[src/rtl/gf2_solve_sequencer.sv]
// Job controller for the GF(2) solver path: sequences gf2_rref then enumerate_solutions,
// reports each job's minimum solution weight and accumulates the minima over a batch.
module gf2_solve_sequencer #(
  parameter  int MAX_ROWS = 8,
  parameter  int MAX_COLS = 9,
  parameter  int SUM_W    = 16,
  localparam int ROWS_W   = $clog2(MAX_ROWS+1),
  localparam int COLS_W   = $clog2(MAX_COLS+1),
  localparam int WT_W     = $clog2(MAX_COLS),
  localparam int MAT_W    = MAX_ROWS*MAX_COLS
) (
  input  logic              clk,
  input  logic              rst_n,
  input  logic              job_valid,
  output logic              job_ready,
  input  logic [ROWS_W-1:0] job_rows,
  input  logic [COLS_W-1:0] job_cols,
  input  logic [MAT_W-1:0]  job_matrix,
  input  logic              job_last,
  output logic              rref_start,
  output logic [ROWS_W-1:0] rref_rows,
  output logic [COLS_W-1:0] rref_cols,
  output logic [MAT_W-1:0]  rref_matrix,
  input  logic              rref_done,
  input  logic              rref_inconsistent,
  input  logic [MAT_W-1:0]  rref_result,
  output logic              enum_start,
  output logic [ROWS_W-1:0] enum_rows,
  output logic [COLS_W-1:0] enum_cols,
  output logic [MAT_W-1:0]  enum_rref,
  input  logic              sol_tvalid,
  output logic              sol_tready,
  input  logic [7:0]        sol_tdata,
  input  logic              sol_tlast,
  output logic              job_wt_valid,
  output logic [WT_W-1:0]   job_wt,
  output logic              job_nosol,
  output logic              total_valid,
  output logic [SUM_W-1:0]  total,
  output logic              total_ovf
);
  localparam int ACC_W = ((SUM_W > WT_W) ? SUM_W : WT_W) + 1;

  typedef enum logic [2:0] {
    S_IDLE, S_RREF_GO, S_RREF_WAIT, S_ENUM_GO, S_COLLECT, S_REPORT, S_DONE
  } state_t;

  state_t            state_q, state_d;
  logic [ROWS_W-1:0] rref_rows_q, rref_rows_d, enum_rows_q, enum_rows_d;
  logic [COLS_W-1:0] rref_cols_q, rref_cols_d, enum_cols_q, enum_cols_d;
  logic [MAT_W-1:0]  rref_matrix_q, rref_matrix_d, enum_rref_q, enum_rref_d;
  logic              last_q, last_d, nosol_q, nosol_d;
  logic [WT_W-1:0]   best_q, best_d, job_wt_q, job_wt_d;
  logic              job_nosol_q, job_nosol_d;
  logic [SUM_W-1:0]  total_q, total_d;
  logic              total_ovf_q, total_ovf_d;
  logic              job_ready_q, job_ready_d, rref_start_q, rref_start_d;
  logic              enum_start_q, enum_start_d, sol_tready_q, sol_tready_d;
  logic              job_wt_valid_q, job_wt_valid_d, total_valid_q, total_valid_d;
  logic [WT_W-1:0]   beat_wt;
  logic [ACC_W-1:0]  acc;

  function automatic logic [WT_W-1:0] popcount8(input logic [7:0] b);
    logic [WT_W-1:0] c;
    c = '0;
    for (int i = 0; i < 8; i++) c = c + WT_W'(b[i]);
    return c;
  endfunction

  assign beat_wt = popcount8(sol_tdata);
  assign acc     = ACC_W'(total_q) + ACC_W'(best_q);

  always_comb begin
    state_d       = state_q;
    rref_rows_d   = rref_rows_q;
    rref_cols_d   = rref_cols_q;
    rref_matrix_d = rref_matrix_q;
    enum_rows_d   = enum_rows_q;
    enum_cols_d   = enum_cols_q;
    enum_rref_d   = enum_rref_q;
    last_d        = last_q;
    nosol_d       = nosol_q;
    best_d        = best_q;
    total_d       = total_q;
    total_ovf_d   = total_ovf_q;
    case (state_q)
      S_IDLE: if (job_valid) begin
        rref_rows_d   = job_rows;
        rref_cols_d   = job_cols;
        rref_matrix_d = job_matrix;
        last_d        = job_last;
        nosol_d       = 1'b0;
        // last_q still holds the previous job's flag: a finished batch is cleared only now
        if (last_q) begin
          total_d     = '0;
          total_ovf_d = 1'b0;
        end
        state_d = S_RREF_GO;
      end
      S_RREF_GO: state_d = S_RREF_WAIT;
      S_RREF_WAIT: if (rref_done) begin
        if (rref_inconsistent) begin
          nosol_d = 1'b1;
          state_d = S_REPORT;
        end else begin
          enum_rref_d = rref_result;
          enum_rows_d = rref_rows_q;
          enum_cols_d = rref_cols_q;
          best_d      = '1;
          state_d     = S_ENUM_GO;
        end
      end
      S_ENUM_GO: state_d = S_COLLECT;
      S_COLLECT: if (sol_tvalid) begin
        if (beat_wt < best_q) best_d = beat_wt;
        if (sol_tlast) state_d = S_REPORT;
      end
      S_REPORT: begin
        if (!nosol_q) begin
          total_d = acc[SUM_W-1:0];
          if (|acc[ACC_W-1:SUM_W]) total_ovf_d = 1'b1;
        end
        state_d = last_q ? S_DONE : S_IDLE;
      end
      S_DONE: state_d = S_IDLE;
      default: state_d = S_IDLE;
    endcase
  end

  // Outputs are registered from the next state so each one is valid for exactly that state.
  always_comb begin
    job_ready_d    = (state_d == S_IDLE);
    rref_start_d   = (state_d == S_RREF_GO);
    enum_start_d   = (state_d == S_ENUM_GO);
    sol_tready_d   = (state_d == S_COLLECT);
    job_wt_valid_d = (state_d == S_REPORT);
    total_valid_d  = (state_d == S_DONE);
    job_wt_d       = job_wt_q;
    job_nosol_d    = job_nosol_q;
    if (state_d == S_REPORT) begin
      job_wt_d    = nosol_d ? '0 : best_d;
      job_nosol_d = nosol_d;
    end
  end

  always_ff @(posedge clk) begin
    if (!rst_n) begin
      state_q        <= S_IDLE;
      rref_rows_q    <= '0;
      rref_cols_q    <= '0;
      rref_matrix_q  <= '0;
      enum_rows_q    <= '0;
      enum_cols_q    <= '0;
      enum_rref_q    <= '0;
      last_q         <= 1'b0;
      nosol_q        <= 1'b0;
      best_q         <= '0;
      job_wt_q       <= '0;
      job_nosol_q    <= 1'b0;
      total_q        <= '0;
      total_ovf_q    <= 1'b0;
      job_ready_q    <= 1'b1;
      rref_start_q   <= 1'b0;
      enum_start_q   <= 1'b0;
      sol_tready_q   <= 1'b0;
      job_wt_valid_q <= 1'b0;
      total_valid_q  <= 1'b0;
    end else begin
      state_q        <= state_d;
      rref_rows_q    <= rref_rows_d;
      rref_cols_q    <= rref_cols_d;
      rref_matrix_q  <= rref_matrix_d;
      enum_rows_q    <= enum_rows_d;
      enum_cols_q    <= enum_cols_d;
      enum_rref_q    <= enum_rref_d;
      last_q         <= last_d;
      nosol_q        <= nosol_d;
      best_q         <= best_d;
      job_wt_q       <= job_wt_d;
      job_nosol_q    <= job_nosol_d;
      total_q        <= total_d;
      total_ovf_q    <= total_ovf_d;
      job_ready_q    <= job_ready_d;
      rref_start_q   <= rref_start_d;
      enum_start_q   <= enum_start_d;
      sol_tready_q   <= sol_tready_d;
      job_wt_valid_q <= job_wt_valid_d;
      total_valid_q  <= total_valid_d;
    end
  end

  assign job_ready    = job_ready_q;
  assign rref_start   = rref_start_q;
  assign rref_rows    = rref_rows_q;
  assign rref_cols    = rref_cols_q;
  assign rref_matrix  = rref_matrix_q;
  assign enum_start   = enum_start_q;
  assign enum_rows    = enum_rows_q;
  assign enum_cols    = enum_cols_q;
  assign enum_rref    = enum_rref_q;
  assign sol_tready   = sol_tready_q;
  assign job_wt_valid = job_wt_valid_q;
  assign job_wt       = job_wt_q;
  assign job_nosol    = job_nosol_q;
  assign total_valid  = total_valid_q;
  assign total        = total_q;
  assign total_ovf    = total_ovf_q;
endmodule

[config.mk]
export PLATFORM = sky130hd
export DESIGN_NAME = gf2_solve_sequencer
export DESIGN_NICKNAME = d
export VERILOG_FILES = /design/src/rtl/gf2_solve_sequencer.sv
export SDC_FILE = /design/constraint.sdc
export NUM_CORES = 1
export LEC_CHECK = 0
export CORE_MARGIN = 3
export CORE_UTILIZATION = 25
export DETAILED_ROUTE_END_ITERATION = 12
export GPL_ROUTABILITY_DRIVEN = 0
export MAX_ROUTING_LAYER = met4
export SLEW_MARGIN = 20
export SYNTH_ARGS = -nofsm -noshare
export SYNTH_HDL_FRONTEND = slang
export SYNTH_SLANG_ARGS = --single-unit
[constraint.sdc]
create_clock -name clk -period 4.4 [get_ports clk]
set_clock_uncertainty 0.1 [all_clocks]
set_input_delay 0.88 -clock clk [delete_from_list [all_inputs] [get_ports clk]]
set_output_delay 0.88 -clock clk [all_outputs]
set_load 0.01 [all_outputs]
Word level (Yosys, flattened, before mapping)
Cells that the tools add are included.
{"block": "word_totals", "output_inout_bits": 188, "word_cells": 77, "inputBits": 168, "register_bits": 197}
{"block": "op_classes", "n_eq_ne": 14, "n_reduce_logical": 7, "muxes": 26, "bitwise_logic": 1, "n_lt_le_gt_ge": 1, "addsub": 8}
{"operator": "two-way mux 16 bit", "count": 3}
{"operator": "one-hot mux 16 bit (2 select lines)", "count": 1}
{"operator": "two-way mux 4 bit", "count": 5}
{"operator": "two-way mux 3 bit", "count": 6}
{"operator": "one-hot mux 3 bit (6 select lines)", "count": 1}
{"operator": "adder 16 x 4 -> 17 bit", "count": 1}
{"operator": "adder 4 x 1 -> 4 bit", "count": 4}
{"operator": "== test 3 bit (second input constant)", "count": 5}
{"operator": "== test 3 x 2 -> 1 bit (second input constant)", "count": 3}
{"operator": "!= test 2 bit (second input constant)", "count": 4}
{"operator": "one-hot mux 4 bit (2 select lines)", "count": 1}
{"operator": "two-way mux 1 bit", "count": 7}
{"operator": "== test 3 x 1 -> 1 bit (second input constant)", "count": 2}
{"operator": "zero test 3 bit", "count": 2}
{"operator": "AND reduction 5 bit", "count": 1}
{"operator": "adder 3 x 1 -> 4 bit", "count": 1}
{"operator": "< comparator 4 bit", "count": 1}
{"operator": "one-hot mux 1 bit (2 select lines)", "count": 2}
{"operator": "AND reduction 4 bit", "count": 1}
{"operator": "adder 2 x 1 -> 3 bit", "count": 1}
{"operator": "AND reduction 3 bit", "count": 1}
{"operator": "adder 1 x 1 -> 2 bit", "count": 1}
{"operator": "AND reduction 2 bit", "count": 1}
{"operator": "nonzero test 2 bit", "count": 1}
{"operator": "inverter 1 bit", "count": 1}

Longest topological paths before layout
Gate-level depths: netlist of run 1.
{"block": "logic_depth", "depth_word": 12, "ltp_mapped": 14}

Worst setup path after synthesis of run 1
OpenSTA, ideal clock, no wires.
{"block": "synth_timing", "path_kind": "input to register", "from": "input port sol_tdata[0]", "to": "register best_q[2]", "path_slack_ns": -0.094, "arrival_ns": 4.279, "stages": 13, "t_required_ns": 4.185, "setup_ns": 0.115, "path_buffers": 0, "cell_sequence": "inv_1 -> fa_1 -> fa_1 -> fa_1 -> inv_1 -> ha_1 -> fa_1 -> xor2_1 -> ha_1 -> o211ai_1 -> o211ai_1 -> mux2_2 -> and2_1"}
{"block": "synth_between", "elab_chain_cells": 11}
{"element": "start, declared", "line_no": "33", "source": "input logic [7:0] sol_tdata,"}
{"element": "adder 1 x 1 -> 2 bit (*)", "line_no": "66", "source": "for (int i = 0; i < 8; i++) c = c + WT_W'(b[i]);"}
{"element": "adder 2 x 1 -> 3 bit (*)", "line_no": "66"}
{"element": "adder 3 x 1 -> 4 bit (*)", "line_no": "66"}
{"element": "adder 4 x 1 -> 4 bit (*) (4 in series)", "line_no": "66"}
{"element": "< comparator 4 bit", "line_no": "115", "source": "if (beat_wt < best_q) best_d = beat_wt;"}
{"element": "two-way mux 4 bit (*)", "line_no": "115"}
{"element": "two-way mux 4 bit (*)", "line_no": "114", "source": "S_COLLECT: if (sol_tvalid) begin"}
{"element": "one-hot mux 4 bit (2 select lines) (*)", "line_no": "86", "source": "case (state_q)"}
{"element": "end signal, assigned", "line_no": "178", "source": "best_q <= best_d;"}
{"element": "end, declared", "line_no": "53", "source": "logic [WT_W-1:0] best_q, best_d, job_wt_q, job_wt_d;"}
Mark *: on every way between the ends. The rest lies on a longest branch, timed or not.
A chain may end at the register's enable or synchronous reset.

Worst setup path in the final report of run 1
{"block": "layout_timing", "from": "input port sol_tdata[1]", "to": "register best_q[2]"}
Same word-level chain as after synthesis.

==> results by group, run 1 <==
Outcome
  • Status: completed

STA
  • Post-layout min period: 4.32 ns
  • Worst slew pin tran: 0.919 ns
  • Final hold viol count: 0
  • Setup-failing EPs final: 0
  • Slew HR: 38.8%
  • Max Fclk: 232 MHz
  • Period utilization: 98.1%
  • Final Max Tran Viols: 0
  • Setup ws final: 0.0849 ns

Global route
  • Initial antenna violation count: 0
  • First-pass GRT wire length: 39400 um
  • Largest net degree at the start of global routing: 99
  • Vias in the first global route: 7180
  • GRT Residual Overflow: 0
  • Total Routing Usage GR: 15.3%

Drt
  • Met2 wire length: 11900 um
  • Metal-1 WL: 11500 um
  • Metal3 WL: 2240 um
  • Final ANT Viol Nets: 0
  • Vias/cell: 4.38
  • Highest routed layer: met4
  • Via count: 7250
  • # DRC: 0
  • Detailed Routing Iterations Pass 1: 8
  • Final WL: 25700 um
  • Wirelength per Cell: 15.6 um
  • Initial DRC Count: 234

Clock tree
  • H-tree depth: 4
  • CTS sink cnt: 197
  • CTS Hold Bufs: 0
  • Bufs on Longest Clock Path: 2
  • Root Buffer: clkbuf_16
  • Clk slew on worst S/H paths: 0.08 ns
  • Cts bufs inserted: 17
  • Later-pin clock latency in the skew report: 0.44 ns
  • CTS tree: done

Critical path
  • R2r endpoint: enum_cols[1]
  • Cell count of the worst reg-to-reg path: 5
  • Critical Path Start Type: input pin
  • WP data arrival: 4.56 ns
  • Setup crit end kind: flip-flop
  • CP required: 4.64 ns
  • Flop-to-flop setup slack: 1.99 ns
  • Worst Path Max Fanout: 2
  • Reg-to-Reg Start: state_q[1]
  • Setup CP Type: in -> reg

Floorplan
  • Die ar.: 33700 sq um
  • Initial Utilization: 25.5%
  • Core Footprint: 30800 sq um
  • # rows: 64
  • Die width: 183 um
  • # IOs: 356
  • Die height: 183 um

Logic synthesis
  • Syn_area_per_cell: 8.58 sq um
  • YS warnings: 0
  • Number of flops mapped to enable cells by yosys: 0
  • Synth Instances: 918
  • Synth async-reset ratio: 0%
  • Register bit total from synthesis: 197
  • Post-synthesis sequential area ratio: 50.1%
  • Main flop type after synthesis: dfxtp_1
  • Syn nets: 1101
  • Distinct cells, synth: 50
  • Synthesized area: 7880 sq um

Placed design
  • Dpl cell area: 11800 sq um
  • Setup WS pre-CTS: -0.629 ns
  • Post-DP HPWL: 18200 um
  • # port buffers: 355

Pwr
  • Pwr/cell area: 332 nW/um^2
  • Peak VDD IR: 296 uV
  • P_leak: 4.42 nW

Final layout
  • Fin util: 40.2%
  • Layout cells sized above 1: 5.24%
  • Nets: 1429
  • Most frequent cells in the layout: clkdlybuf4s50_1, nand2_1, dfxtp_1
  • Antenna Cells: 0
  • Area Growth Syn to Fin: 57.4%
  • Finished layout cell area: 12400 sq um
  • Commonest non-fill, non-tap cell in the layout: clkdlybuf4s50_1

Worst hold path
  • Hold depth: 2
  • WHS Endpoint: enum_rows[2]
  • Hold Path Origin: enum_rows[2]
  • Hold WC Path Type: reg -> reg

Job
  • Max-cap viol count: 0
[worst max-delay path: stages]
cell           delay [ns]
dlygate4sd2_1        0.21
inv_2                0.04
fa_1                 0.56
fa_1                 0.45
fa_1                 0.51
inv_2                0.05
ha_4                 0.15
fa_2                 0.35
xor2_2               0.16
ha_1                 0.27
o211ai_1             0.08
o211ai_1             0.20
buf_4                0.15
mux2_2               0.33
and2_1               0.15
[kinds of logic after synthesis]
logic type | Yosys count | share of synthesized area [%]
AO/OA/AOI/OAI | 199 | 18.7
XOR/XNOR | 14 | 1.56
adder cells (fa/ha/maj) | 15 | 2.86
buffers and inverters | 79 | 4.32
flip-flops | 197 | 50.1
multiplexers | 5 | 0.667
AND/OR/NAND/NOR | 409 | 21.8
[worst max path at each step]
| stage | startpoint | to | slack [ns] | depth (start not counted) |
|---|---|---|---|---|
| after CTS | sol_tdata[1] | job_wt[0] | 0.1 | 16 |
| after detailed placement | sol_tdata[3] | job_wt[0] | -0.63 | 16 |
| after floorplan | sol_tdata[3] | best_q[2] | -0.01 | 13 |
| after global placement | sol_tdata[3] | job_wt[0] | -0.56 | 16 |
| after global routing | sol_tdata[1] | job_wt[1] | -0.004 | 15 |
| final | sol_tdata[1] | best_q[2] | 0.08 | 15 |
[through the flow]
stage / power (mW) / cells / TNS [ns] / hold slack, ns
after floorplan: 2.23 / 918 / -0.0130 / 0.377
after global placement: 2.61 / 1619 / -4.04 / 0.340
after detailed placement: 2.61 / 1619 / -4.49 / 0.344
after CTS: 4.18 / 1653 / 0 / 0.354
after global routing: 4.33 / 1655 / -0.00353 / 0.367
final: 4.12 / 1655 / 0 / 0.352
[flip-flops by register name (all words and copies together) (netlist names)]
signal        flops
total_valid       1
job_wt_valid      1
total_ovf         1
rref_start        1
enum_rref        72
job_wt            4
last_q            1
enum_cols         4
enum_rows         4
nosol_q           1
job_ready         1
best_q            4
rref_cols         4
enum_start        1
sol_tready        1
rref_rows         4
rref_matrix      72
total            16
job_nosol         1
state_q           3
[Yosys cell counts (2+ instances only)]
cell      count  area (sq um)
nand4b_1      2          17.5
buf_2        20           100
nor2_1       16          60.1
a31o_2        2          17.5
mux2i_1       3          30.0
a21boi_0     82           616
nand2_1     346          1300
or3_1         2          12.5
ha_1         10           125
nor3_1        4          20.0
nor2b_1       6          37.5
o211ai_1      2          15.0
a21boi_1     81           608
and2_1        6          37.5
nand3b_1      2          15.0
clkbuf_1     37           139
mux2_2        2          22.5
xor2_1        9          78.8
dfxtp_1     197          3940
nor4b_1       3          26.3
o21ai_0       3          15.0
a21o_1        3          22.5
nand2b_1      4          25.0
a21oi_1      13          65.1
and3_1        2          12.5
nor3b_4       2          37.5
fa_1          5           100
buf_6         2          22.5
inv_1        19          71.3
nand3_1       2          10.0
o22ai_1       3          18.8
nand4_1       6          37.5
xnor2_1       5          43.8
[cell type report]
class                      instances  area, sq um
fill                            3135        18400
inverter                          19         73.8
clock buffer                      22          464
multi-input combinational        642         3620
timing repair buffer             369         3700
sequential                       197         3940
clock inverter                    10         96.3
tap                              396          495
[routing by layer]
| layer | global-route usage [%] | vias to the layer above |
|---|---|---|
| li1 | - | 3639 |
| met1 | 18.8 | 3328 |
| met2 | 24.3 | 271 |
| met3 | 5.66 | 12 |
| met4 | 3.20 | 0 |
| met5 | - | - |
[what timing repair did]
action,CTS,global route
gates resized for setup,5,2
setup buffers,2,2
pin swaps,8,7
setup endpoints to repair,7,7
[power breakdown]
group / total, mW / internal (mW) / switching (mW)
registers: 1.90 / 1.86 / 0.0442
clock network: 1.53 / 0.816 / 0.712
logic: 0.691 / 0.383 / 0.308
total: 4.12 / 3.06 / 1.06
No activity file was read; power rests on OpenSTA's default activity.
==> run 2: changes to the inputs <==
--- a/config.mk
+++ b/config.mk
@@ -6,10 +6,11 @@
 export NUM_CORES = 1
 export LEC_CHECK = 0
 export CORE_MARGIN = 3
-export CORE_UTILIZATION = 25
+export CORE_UTILIZATION = 38
 export DETAILED_ROUTE_END_ITERATION = 12
 export GPL_ROUTABILITY_DRIVEN = 0
 export MAX_ROUTING_LAYER = met4
+export PLACE_DENSITY = 0.77
 export SLEW_MARGIN = 20
 export SYNTH_ARGS = -nofsm -noshare
 export SYNTH_HDL_FRONTEND = slang
==> results by group, run 2 (synthesized netlist as in run 1, its figures left out) <==
STA
  • Setup-failing EPs final: 0
  • Post-layout min period: 4.28 ns
  • Max Fclk: 233 MHz
  • Final Max Tran Viols: 0
  • Final hold viol count: 0
  • Worst slew pin tran: 0.882 ns
  • RSZ-0062 raised after global routing: false
  • Period utilization: 97.3%
  • Slew HR: 41.2%

Drt
  • # DRC: 0
  • Detailed Routing Iterations Pass 1: 5
  • Initial DRC Count: 372
  • Final WL: 23500 um
  • Vias/cell: 4.72
  • Final ANT Viol Nets: 0
  • Wirelength per Cell: 15.4 um
  • Via count: 7219

Placed design
  • Placed insts: 1494
  • Dpl cell area: 11600 sq um
  • Post-DP HPWL: 17000 um
  • # port buffers: 355

Final layout
  • Layout cells sized above 1: 5.57%
  • Area Growth Syn to Fin: 54.7%
  • Commonest non-fill, non-tap cell in the layout: clkdlybuf4s50_1
  • Most frequent cells in the layout: clkdlybuf4s50_1, nand2_1, dfxtp_1
  • Finished layout cell area: 12200 sq um
  • Nets: 1427
  • Layout Cells excl Fill: 1528

Critical path
  • R2r endpoint: total[14]
  • WP data arrival: 4.53 ns
  • Setup crit start: sol_tdata[3]
  • Worst Path Max Fanout: 2
  • Flop-to-flop setup slack: 2.01 ns
  • Cell count of the worst reg-to-reg path: 7
  • Reg-to-Reg Start: total[0]
  • Worst setup path end: job_wt[0]
  • Setup crit end kind: flip-flop
  • Critical Path Start Type: input pin
  • Setup CP Type: in -> reg
  • CP required: 4.64 ns

Global route
  • Vias in the first global route: 6908
  • GRT Residual Overflow: 0
  • First-pass GRT wire length: 35400 um
  • Met1 GRT Util: 23.2%
  • Largest net degree at the start of global routing: 88
  • Grt peak-use layer: met2
  • Initial antenna violation count: 1
  • Met2 usage: 33.5%
  • Total Routing Usage GR: 20.3%
  • M3 GR Usage: 6.90%

Pwr
  • Peak VDD IR: 247 uV
  • P_leak: 4.39 nW
  • Pwr/cell area: 334 nW/um^2
  • Total power draw: 4.07 mW

Clock tree
  • CTS sink cnt: 197
  • Root Buffer: clkbuf_16
  • CTS Hold Bufs: 0
  • H-tree depth: 4
  • Clk slew on worst S/H paths: 0.07 ns
  • Bufs on Longest Clock Path: 2
  • Cts bufs inserted: 17
  • Later-pin clock latency in the skew report: 0.43 ns
  • CTS tree: done

Outcome
  • Status: completed

Worst hold path
  • Hold WC Path Type: reg -> reg

Floorplan
  • Die width: 150 um
  • # IOs: 356
  • Core Footprint: 20300 sq um
  • # rows: 52
  • Die height: 150 um
  • Die ar.: 22500 sq um
  • Initial Utilization: 38.8%

Job
  • Max-cap viol count: 0
run 2: cell types whose count changed in the layout (fill, tap and decap cells not counted), sizes merged:
cell | before | now
bufinv | 1 | 0
buf | 15 | 13
inv | 22 | 23
clkinvlp | 1 | 3
clkbuf | 22 | 23
diode | 0 | 1
dlygate4sd2 | 3 | 0
run 2: metal layers:
metal | routed length, um | part of all wire (%) | vias up
met5 | 0 | 0 | -
li1 | - | - | 3629
met2 | 11200 | 48 | 276
met1 | 9690 | 41 | 3280
met3 | 2050 | 8.7 | 34
met4 | 583 | 2.5 | 0
run 2: worst max-delay path, stage by stage:
cell and delay, ns:
clkbuf_2 0.10, inv_4 0.03, fa_1 0.58, fa_1 0.45, fa_1 0.52, inv_2 0.05
ha_4 0.15, fa_2 0.35, xor2_2 0.16, ha_1 0.30, o211ai_1 0.09, o211ai_1 0.27
buf_4 0.19, mux2i_2 0.21, nand2_1 0.07, o22ai_1 0.13
run 2: how the worst min path moves through the flow:
stage,to,depth (start not counted),from,slack (ns)
floorplan,last_q,2,last_q,0.38
global placement,enum_rref[43],2,enum_rref[43],0.34
detailed placement,enum_rref[37],2,enum_rref[37],0.34
CTS,enum_rref[4],2,enum_rref[4],0.36
global route,enum_rref[8],2,enum_rref[8],0.36
finish,enum_rref[4],2,enum_rref[4],0.35
run 2: layout make-up:
cell class | count | area, sq um
clock buffer | 20 | 447
tap | 270 | 338
fill | 1798 | 8110
timing repair buffer | 367 | 3640
multi-input combinational | 642 | 3630
antenna | 1 | 2.50
sequential | 197 | 3940
inverter | 19 | 73.8
clock inverter | 12 | 116
run 2: what timing repair did:
action,CTS,global route
setup buffers,1,0
resized for setup,7,8
pin swaps,9,8
endpoints found under the setup margin,7,7
run 2: per-stage QoR:
stage | TNS, ns | utilization [%] | hold slack [ns] | worst slack [ns]
final | 0 | 60.0 | 0.352 | 0.117
after floorplan | -0.0130 | - | 0.377 | -0.0130
after CTS | 0 | 60.1 | 0.355 | 0.00907
after global placement | -4.15 | 57.2 | 0.339 | -0.568
after detailed placement | -5.06 | 57.2 | 0.345 | -0.694
after global routing | 0 | 60.0 | 0.365 | 0.00504
run 2: power breakdown:
group	total [mW]	switching [mW]	internal [mW]	leakage, nW
Sequential	1.90	0.0433	1.86	1.60
Combinational	0.674	0.302	0.372	2.52
Clock	1.49	0.732	0.762	0.266
Total	4.07	1.08	2.99	4.39
